===== config.mk =====
export PLATFORM = sky130hd
export DESIGN_NAME = pwl_act_pipe
export DESIGN_NICKNAME = d
export VERILOG_FILES = /design/src/rtl/pwl_act_pkg.sv /design/src/rtl/pwl_seg_lut.sv /design/src/rtl/pwl_act_pipe.sv
export SDC_FILE = /design/constraint.sdc
export NUM_CORES = 1
export LEC_CHECK = 0
export BUFFER_PORTS_ARGS = -buffer_cell sky130_fd_sc_hd__buf_2
export CAP_MARGIN = 20
export CORE_MARGIN = 4
export CORE_UTILIZATION = 65
export DETAILED_ROUTE_END_ITERATION = 10
export PLACE_DENSITY = 0.91
export SLEW_MARGIN = 20
export SYNTH_ARGS = -nofsm -noshare
export SYNTH_HDL_FRONTEND = slang
export SYNTH_SLANG_ARGS = --single-unit

===== constraint.sdc =====
create_clock -name clk -period 6.5 [get_ports clk]
set_input_delay 1.625 -clock clk [delete_from_list [all_inputs] [get_ports clk]]
set_output_delay 1.625 -clock clk [all_outputs]
set_load 0.03 [all_outputs]

===== src/rtl/pwl_act_pkg.sv =====
// Shared constants for the piecewise-linear sigmoid/tanh unit.
// The tables are stored in Q5 and are scaled to the datapath's fractional width where they are used.
package pwl_act_pkg;

  localparam int SEG_N   = 9;
  localparam int BP_N    = SEG_N - 1;
  localparam int SEG_W   = 4;
  localparam int SH_W    = 4;
  localparam int Q5_FRAC = 5;

  localparam int BP_Q5 [BP_N]  = '{34, 69, 95, 119, 142, 165, 187, 232};
  localparam int B_Q5  [SEG_N] = '{16, 20, 25, 28, 29, 31, 31, 32, 32};
  // The last segment is flat (intercept only), so it has no shift entry.
  localparam int SH_Q5 [BP_N]  = '{2, 3, 4, 5, 6, 7, 8, 9};

  localparam logic MODE_SIG  = 1'b0;
  localparam logic MODE_TANH = 1'b1;

  function automatic int q5_scale(input int c, input int frac_w);
    return c << (frac_w - Q5_FRAC);
  endfunction

endpackage


===== src/rtl/pwl_seg_lut.sv =====
// Segment lookup: finds the segment that holds magnitude m, and returns the
// intercept and slope shift of a segment that was registered earlier (seg_sel).
module pwl_seg_lut
  import pwl_act_pkg::*;
#(
  parameter int DATA_W = 16,
  parameter int FRAC_W = 8
) (
  input  logic [DATA_W-1:0] m,
  output logic [SEG_W-1:0]  seg,
  input  logic [SEG_W-1:0]  seg_sel,
  output logic [DATA_W-1:0] icpt,
  output logic [SH_W-1:0]   sh,
  output logic              use_slope
);

  logic [BP_N-1:0] below;

  for (genvar gi = 0; gi < BP_N; gi++) begin : g_bp
    localparam logic [DATA_W-1:0] BP_SCALED = DATA_W'(q5_scale(BP_Q5[gi], FRAC_W));
    assign below[gi] = (m < BP_SCALED);
  end

  // Breakpoints ascend, so the lowest set bit of below is the first breakpoint that m is under.
  always_comb begin
    seg = SEG_W'(BP_N);
    for (int i = BP_N - 1; i >= 0; i--) begin
      if (below[i]) seg = SEG_W'(i);
    end
  end

  always_comb begin
    icpt      = '0;
    sh        = '0;
    use_slope = 1'b0;
    for (int i = 0; i < SEG_N; i++) begin
      if (seg_sel == SEG_W'(i)) icpt = DATA_W'(q5_scale(B_Q5[i], FRAC_W));
    end
    for (int i = 0; i < BP_N; i++) begin
      if (seg_sel == SEG_W'(i)) begin
        sh        = SH_W'(SH_Q5[i]);
        use_slope = 1'b1;
      end
    end
  end

endmodule


===== src/rtl/pwl_act_pipe.sv =====
// Three-stage piecewise-linear sigmoid/tanh unit with a valid/ready handshake.
// Stage 1 computes the magnitude, stage 2 finds the segment, stage 3 evaluates the segment and applies the mode.
module pwl_act_pipe
  import pwl_act_pkg::*;
#(
  parameter int DATA_W = 16,
  parameter int FRAC_W = 8,
  parameter int TAG_W  = 4
) (
  input  logic              clk,
  input  logic              rst,
  input  logic              in_valid,
  output logic              in_ready,
  input  logic [DATA_W-1:0] in_data,
  input  logic              in_mode,
  input  logic [TAG_W-1:0]  in_tag,
  output logic              out_valid,
  input  logic              out_ready,
  output logic [DATA_W-1:0] out_data,
  output logic [TAG_W-1:0]  out_tag,
  output logic              out_sat
);

  localparam logic [DATA_W-1:0] MAX_POS = {1'b0, {(DATA_W-1){1'b1}}};
  localparam logic [DATA_W-1:0] MIN_NEG = {1'b1, {(DATA_W-1){1'b0}}};
  localparam logic [DATA_W-1:0] ONE     = DATA_W'(1) << FRAC_W;

  logic en;

  logic              v1_q, v1_d, mode1_q, mode1_d, sign1_q, sign1_d, sat1_q, sat1_d;
  logic [TAG_W-1:0]  tag1_q, tag1_d;
  logic [DATA_W-1:0] m1_q, m1_d;

  logic              v2_q, v2_d, mode2_q, mode2_d, sign2_q, sign2_d, sat2_q, sat2_d;
  logic [TAG_W-1:0]  tag2_q, tag2_d;
  logic [DATA_W-1:0] m2_q, m2_d;
  logic [SEG_W-1:0]  seg2_q, seg2_d;

  logic              out_valid_q, out_valid_d, out_sat_q, out_sat_d;
  logic [DATA_W-1:0] out_data_q, out_data_d;
  logic [TAG_W-1:0]  out_tag_q, out_tag_d;

  logic [DATA_W:0]   dbl;
  logic [DATA_W-1:0] a_val, m_calc;
  logic              a_clip, sat_calc;

  logic [SEG_W-1:0]  lut_seg;
  logic [DATA_W-1:0] lut_icpt;
  logic [SH_W-1:0]   lut_sh;
  logic              lut_use_slope;
  logic [DATA_W-1:0] slope, s_val, sig, res;

  // A single stall for the whole pipe: every stage advances only when the output slot can move.
  assign en       = !out_valid_q || out_ready;
  assign in_ready = en;

  // Stage 1: optional doubling with saturation, then magnitude.
  always_comb begin
    dbl    = {in_data, 1'b0};
    a_val  = in_data;
    a_clip = 1'b0;
    if (in_mode == MODE_TANH) begin
      if (dbl[DATA_W] != dbl[DATA_W-1]) begin
        a_val  = dbl[DATA_W] ? MIN_NEG : MAX_POS;
        a_clip = 1'b1;
      end else begin
        a_val  = dbl[DATA_W-1:0];
      end
    end
    if (a_val == MIN_NEG) begin
      m_calc   = MAX_POS;
      sat_calc = 1'b1;
    end else begin
      m_calc   = a_val[DATA_W-1] ? (DATA_W'(0) - a_val) : a_val;
      sat_calc = a_clip;
    end
  end

  pwl_seg_lut #(
    .DATA_W (DATA_W),
    .FRAC_W (FRAC_W)
  ) u_lut (
    .m         (m1_q),
    .seg       (lut_seg),
    .seg_sel   (seg2_q),
    .icpt      (lut_icpt),
    .sh        (lut_sh),
    .use_slope (lut_use_slope)
  );

  // Stage 3: results always fit DATA_W, so modulo-2^DATA_W arithmetic equals the wider form truncated.
  always_comb begin
    slope = lut_use_slope ? (m2_q >> lut_sh) : '0;
    s_val = lut_icpt + slope;
    sig   = sign2_q ? (ONE - s_val) : s_val;
    res   = (mode2_q == MODE_TANH) ? ((sig << 1) - ONE) : sig;
  end

  always_comb begin
    v1_d        = v1_q;
    mode1_d     = mode1_q;
    tag1_d      = tag1_q;
    sign1_d     = sign1_q;
    m1_d        = m1_q;
    sat1_d      = sat1_q;
    v2_d        = v2_q;
    mode2_d     = mode2_q;
    tag2_d      = tag2_q;
    sign2_d     = sign2_q;
    m2_d        = m2_q;
    sat2_d      = sat2_q;
    seg2_d      = seg2_q;
    out_valid_d = out_valid_q;
    out_data_d  = out_data_q;
    out_tag_d   = out_tag_q;
    out_sat_d   = out_sat_q;
    if (en) begin
      v1_d        = in_valid;
      mode1_d     = in_mode;
      tag1_d      = in_tag;
      sign1_d     = in_data[DATA_W-1];
      m1_d        = m_calc;
      sat1_d      = sat_calc;
      v2_d        = v1_q;
      mode2_d     = mode1_q;
      tag2_d      = tag1_q;
      sign2_d     = sign1_q;
      m2_d        = m1_q;
      sat2_d      = sat1_q;
      seg2_d      = lut_seg;
      out_valid_d = v2_q;
      out_data_d  = res;
      out_tag_d   = tag2_q;
      out_sat_d   = sat2_q;
    end
  end

  always_ff @(posedge clk) begin
    if (rst) begin
      v1_q        <= 1'b0;
      mode1_q     <= 1'b0;
      tag1_q      <= '0;
      sign1_q     <= 1'b0;
      m1_q        <= '0;
      sat1_q      <= 1'b0;
      v2_q        <= 1'b0;
      mode2_q     <= 1'b0;
      tag2_q      <= '0;
      sign2_q     <= 1'b0;
      m2_q        <= '0;
      sat2_q      <= 1'b0;
      seg2_q      <= '0;
      out_valid_q <= 1'b0;
      out_data_q  <= '0;
      out_tag_q   <= '0;
      out_sat_q   <= 1'b0;
    end else begin
      v1_q        <= v1_d;
      mode1_q     <= mode1_d;
      tag1_q      <= tag1_d;
      sign1_q     <= sign1_d;
      m1_q        <= m1_d;
      sat1_q      <= sat1_d;
      v2_q        <= v2_d;
      mode2_q     <= mode2_d;
      tag2_q      <= tag2_d;
      sign2_q     <= sign2_d;
      m2_q        <= m2_d;
      sat2_q      <= sat2_d;
      seg2_q      <= seg2_d;
      out_valid_q <= out_valid_d;
      out_data_q  <= out_data_d;
      out_tag_q   <= out_tag_d;
      out_sat_q   <= out_sat_d;
    end
  end

  assign out_valid = out_valid_q;
  assign out_data  = out_data_q;
  assign out_tag   = out_tag_q;
  assign out_sat   = out_sat_q;

endmodule

# After elaboration in Yosys (flattened, before gate mapping)
# Cells that the tools add are included.
# totals
regBits	74
inputBits	25
output_inout_bits	23
word_cells	87
# classes
n_addsub	4
order_cmp	8
n_eq_ne	10
shift	1
mux	44
reduce_logical	3
# op_table
op	n
16-bit two-way mux	8
16-bit by 11-bit less-than comparator with 1-bit output (second input constant)	4
8-bit two-way mux	7
16-bit by 10-bit less-than comparator with 1-bit output (second input constant)	3
4-bit two-way mux	10
9-bit two-way mux	2
16-bit adder	1
16-bit == test (second input constant)	1
4-bit by 3-bit == test with 1-bit output (second input constant)	4
16-bit by 9-bit less-than comparator with 1-bit output (second input constant)	1
16-bit by 4-bit >> shifter with 16-bit output	1
1-bit by 16-bit subtractor with 16-bit output (first input constant)	1
16-bit by 9-bit subtractor with 16-bit output (second input constant)	1
9-bit by 16-bit subtractor with 16-bit output (first input constant)	1
3-bit two-way mux	4
1-bit two-way mux	11
4-bit by 2-bit == test with 1-bit output (second input constant)	2
4-bit by 1-bit == test with 1-bit output (second input constant)	1
4-bit == test (second input constant)	1
4-bit zero test	1
2-bit two-way mux	2
1-bit zero test	1
1-bit logical OR	1
1-bit != test	1

# Logic depth before layout (Yosys ltp)
# logic_depth
word_depth	16
mapped_depth	25
mapped_depth_nobuf	23

# By module
# A second synthesis with hierarchy kept.
# hier_totals
hier_cells	819
area_unflattened_um2	5831.8
# by_module_without_submodules
mod	n_inst	cells_per_inst	area_per_inst_um2	seq_area_each_um2
pwl_act_pipe	1	756	5444.0	1481.4
pwl_seg_lut	1	63	387.9	0.0

# Worst setup path after synthesis
# OpenSTA, ideal clock, no wires.
# synth_timing
path_type	input-to-output
start	in out_ready
end	out in_ready
t_arrival_ns	2.611
t_required_ns	4.875
setup_slack_ns	2.264
stages	5
n_path_buf	3
cell_sequence	nor2b_1 -> clkbuf_1 -> inv_1 -> clkbuf_1 -> clkbuf_1
# synth_via
elab_chain_cells	1
# synth_rtl
element	line_no	source
start, declared	pwl_act_pipe.sv:18	input logic out_ready,
1-bit logical OR	pwl_act_pipe.sv:54	assign en = !out_valid_q || out_ready;
end, declared	pwl_act_pipe.sv:13	output logic in_ready,
# Every way passes these cells.

# Worst setup path in the final report
# layout_timing
start	reg seg2_q[3]
end	reg out_data_q[12] (netlist: out_data[12])
# layout_via
elab_chain_cells	16
elab_cells_between_ends	41
classes_between	3 x add/sub; 8 x eq/ne; 1 x shift; 28 x mux; 1 x reduce/logical
# layout_rtl
element	line_no	source
start, declared	pwl_act_pipe.sv:37	logic [SEG_W-1:0] seg2_q, seg2_d;
start signal, assigned	pwl_act_pipe.sv:170	seg2_q <= seg2_d;
4-bit zero test	pwl_seg_lut.sv:37, pwl_seg_lut.sv:40	
2-bit two-way mux (2 in a row)	pwl_seg_lut.sv:40	if (seg_sel == SEG_W'(i)) begin
3-bit two-way mux (4 in a row)	pwl_seg_lut.sv:40	
4-bit two-way mux (2 in a row)	pwl_seg_lut.sv:40	
16-bit by 4-bit >> shifter with 16-bit output	pwl_act_pipe.sv:93	slope = lut_use_slope ? (m2_q >> lut_sh) : '0;
16-bit two-way mux	pwl_act_pipe.sv:93	
16-bit adder *	pwl_act_pipe.sv:94	s_val = lut_icpt + slope;
9-bit by 16-bit subtractor with 16-bit output	pwl_act_pipe.sv:95	sig = sign2_q ? (ONE - s_val) : s_val;
16-bit two-way mux *	pwl_act_pipe.sv:95	
16-bit by 9-bit subtractor with 16-bit output	pwl_act_pipe.sv:96	res = (mode2_q == MODE_TANH) ? ((sig << 1) - ONE) : sig;
16-bit two-way mux *	pwl_act_pipe.sv:96	
end signal, assigned	pwl_act_pipe.sv:172	out_data_q <= out_data_d;
end, declared	pwl_act_pipe.sv:40	logic [DATA_W-1:0] out_data_q, out_data_d;
# Mark *: on every way between the ends. The rest lies on a longest branch, timed or not.
# A chain may end at the register's enable or synchronous reset.

==> impl_metrics.env <==
export IMPL_multi_input_area_sq_um=3518
export IMPL_crit_start="seg2_q[3]"
export IMPL_max_stage_delay_ps=760
export IMPL_finalSetupViolations=0
export IMPL_worst_setup_path_end_kind="flop"
export IMPL_cp_required_ps=6750
export IMPL_yosys_area_share_simple_pct=26.06
export IMPL_grt_start_max_net_pins=74
export IMPL_vias_per_cell=6.070
export IMPL_num_vias=5117
export IMPL_area_delta_synth_final_pct=7.639
export IMPL_overflow=0
export IMPL_grt_pass1_wl_mm=21.93
export IMPL_die_area_sq_um=9509
export IMPL_cp_cell_sequence="nor2b_1 -> mux2i_1 -> mux4_2 -> or2_2 -> inv_1 -> ha_1 -> a211o_1 -> a21o_1 -> a21oi_1 -> o2111ai_1 -> or2_2 -> xnor2_1 -> inv_1 -> ha_1 -> inv_1 -> nor2_1 -> and3_1 -> o31ai_1 -> nand2_1"
export IMPL_postCtsSetupBuffers=0
export IMPL_reg2reg_to="out_data[12]"
export IMPL_cts_buffer_depth=2
export IMPL_max_freq_mhz=182.2
export IMPL_cts_num_sinks=70
export IMPL_synth_xor_area_share_pct=6.270
export IMPL_drive_gt1_share_pct=14.17
export IMPL_chipHeight_um=97.52
export IMPL_busiest_layer="met2"
export IMPL_numPortBuffers=47
export IMPL_final_cell_mix="nand2_1, nor2_1, a21oi_1"
export IMPL_cts_buffers=9
export IMPL_min_delay_start="out_tag[1]"
export IMPL_htree_levels=3
export IMPL_synth_fa_ha_area_share_pct=3.267
export IMPL_rsz0062_at_grt="no"
export IMPL_crit_path_start_kind="flop"
export IMPL_hpwlAfterDp_mm=9.129
export IMPL_hold_viol_final=0
export IMPL_grt_antenna_before_repair=0
export IMPL_io_pins=48
export IMPL_ys_flop_type="dfxtp_1"
export IMPL_finalCritPeriodShare_pct=84.45
export IMPL_syn_avg_cell_area_sq_um=7.204
export IMPL_async_flop_share_pct=0
export IMPL_r2r_start="seg2_q[3]"
export IMPL_drt_pass1_iter_count=5
export IMPL_power_density_nw_per_um2=276.9
export IMPL_synth_top_family_by_area="simple AND/OR/NAND/NOR gates"
export IMPL_cp_max_fo=29
export IMPL_synth_area_top_cells="dfxtp_1, a21oi_1, nand2_1"
export IMPL_drt_iter0_drc=363
export IMPL_p_leak_nw=2.270
export IMPL_holdBufCountCts=0
export IMPL_first_global_vias=4891
export IMPL_synth_seq_cells=70
export IMPL_relSlewSlack_pct=36.78
export IMPL_hold_ws_ps=452.2
export IMPL_slowest_stage="nor2b_1"
export IMPL_synth_largest_area_cell="dfxtp_1"
export IMPL_met1_usage_pct=31.61
export IMPL_synth_compound_area_share_pct=25.77
export IMPL_num_rows=32
export IMPL_use_met2_pct=49.02
export IMPL_slew_violations=0
export IMPL_cts_tree="built"
export IMPL_grt_usage_pct=26.97
export IMPL_crit_family="simple AND/OR/NAND/NOR gates"
export IMPL_synth_edf_count=0
export IMPL_syn_nets=761
export IMPL_cts_resized=0
export IMPL_seq_area_sq_um=1401
export IMPL_tightestPinTransition_ps=946.0
export IMPL_status="finished, final reports clean"
export IMPL_path_common_cell="inv_1"
export IMPL_setup_tns_ps=0
export IMPL_synthDominantCellAreaShare_pct=26.90
export IMPL_peakVddDrop_v=0.0001943
export IMPL_cap_violations=0
export IMPL_r2r_worst_path_cells=19
export IMPL_reg2reg_slack_ps=1010
export IMPL_yosys_warnings=0
export IMPL_core_sq_um=7767
export IMPL_min_delay_path_class="flop to flop"
export IMPL_fin_skew_ps=8.410
export IMPL_synth_cell_types=73
export IMPL_final_common_cell="nand2_1"
export IMPL_fillerInstances=638
export IMPL_netlist_area_sq_um=5209
export IMPL_gp_congestion=0.9305
export IMPL_path_class="flop to flop"
export IMPL_wl_per_cell_um=15.09
export IMPL_routed_wl_mm=12.72
export IMPL_finalNetCount=775
export IMPL_ys_seq_area_share_pct=26.90
export IMPL_path_clk_slew_ps=80
export IMPL_synthCells=723
export IMPL_met3_usage_pct=4.451
export IMPL_root_buffer="clkbuf_8"
export IMPL_n_antenna_cell=0
export IMPL_hold_depth=2
export IMPL_period_needed_ps=5489
export IMPL_dieWidth_um=97.52
export IMPL_muxShareOfSynthArea_pct=6.005
export IMPL_clock_latency_ps=360
export IMPL_start_util_pct=67.06
export IMPL_antenna_left=0
export IMPL_arrival_ps=5740
export IMPL_drc_errors=0
export IMPL_cp_buffers_inverters=3
export IMPL_whs_endpoint="out_tag[1]"
## metrics by stage
stage / setup WS (ps) / cell area [sq um] / cells / util [%] / power (mW)
after floorplan: 2264 / 5209 / 723 / - / 1.058
after global placement: 1486 / 5409 / 828 / 69.64 / 1.163
after detailed placement: 1187 / 5409 / 828 / 69.64 / 1.194
after CTS: 1125 / 5605 / 843 / 72.16 / 1.548
after global routing: 587.6 / 5607 / 843 / 72.18 / 1.657
final: 1011 / 5607 / 843 / 72.18 / 1.553
## area by class of cell
class                           count  share of cell area, %
Multi-Input combinational cell    581                  62.75
Sequential cell                    70                  24.99
Timing Repair Buffer               53                  4.999
Clock buffer                       10                  2.455
Tap cell                          102                  2.276
Inverter                           22                  1.473
Clock inverter                      5                  1.049
## worst max-delay path by stage
stage	to	slack, ps	cells past startpoint
3_5_place_dp	out_data[12]	1190	19
5_1_grt	out_data[12]	590	19
4_1_cts	out_data[12]	1130	19
6_report	out_data[12]	1010	19
3_3_place_gp	out_data[12]	1490	19
2_1_floorplan	in_ready	2260	5
## per-layer routing
layer  vias to the layer above  wire, um
met4                         0       290
li1                       2554         -
met2                       156      6652
met3                        28       534
met1                      2379      5244
met5                         -         0
## sequential cells by signal, indices dropped and copies added (netlist names), 4 cells and up
register,flops
tag1_q,4
m1_q,14
m2_q,14
seg2_q,4
tag2_q,4
out_tag,4
out_data,16
## synthesized netlist by cell type (4+ instances only)
cell and number:
a211oi_1 20, a21o_1 7, a21oi_1 88, a31oi_1 10
and2_1 4, and3_1 5, buf_1 4, buf_2 4
clkbuf_1 38, dfxtp_1 70, ha_1 12, inv_1 22
mux2i_1 20, nand2_1 114, nand2b_1 7, nand3_1 10
nand4_1 5, nor2_1 93, nor2b_1 9, nor3_1 16
o211ai_1 9, o21a_1 6, o21ai_0 31, o31ai_1 4
or2_2 8, or3_1 5, xnor2_1 15, xor2_1 13
## kinds of logic (layout without fill, tap and decap cells)
family	Yosys count	after routing
AOI/OAI and AO/OA	211	211
xor gates and xnor gates	33	33
adders and majority gates	13	13
buffers and inverters	72	90
DFF	70	70
muxes	27	27
and+or+nand+nor	297	297
## worst min-delay path, delay by kind of cell, from the launching register on
family / cells / cell delay [ps]
AOI/OAI and AO/OA: 1 / 50
DFF: 1 / 310
and+or+nand+nor: 1 / 50
## power by group
group,switching [mW],internal [mW]
sequential,0.0516,0.476
combinational,0.409,0.261
clock,0.169,0.186
total,0.630,0.923
No activity file was read; power rests on OpenSTA's default activity.
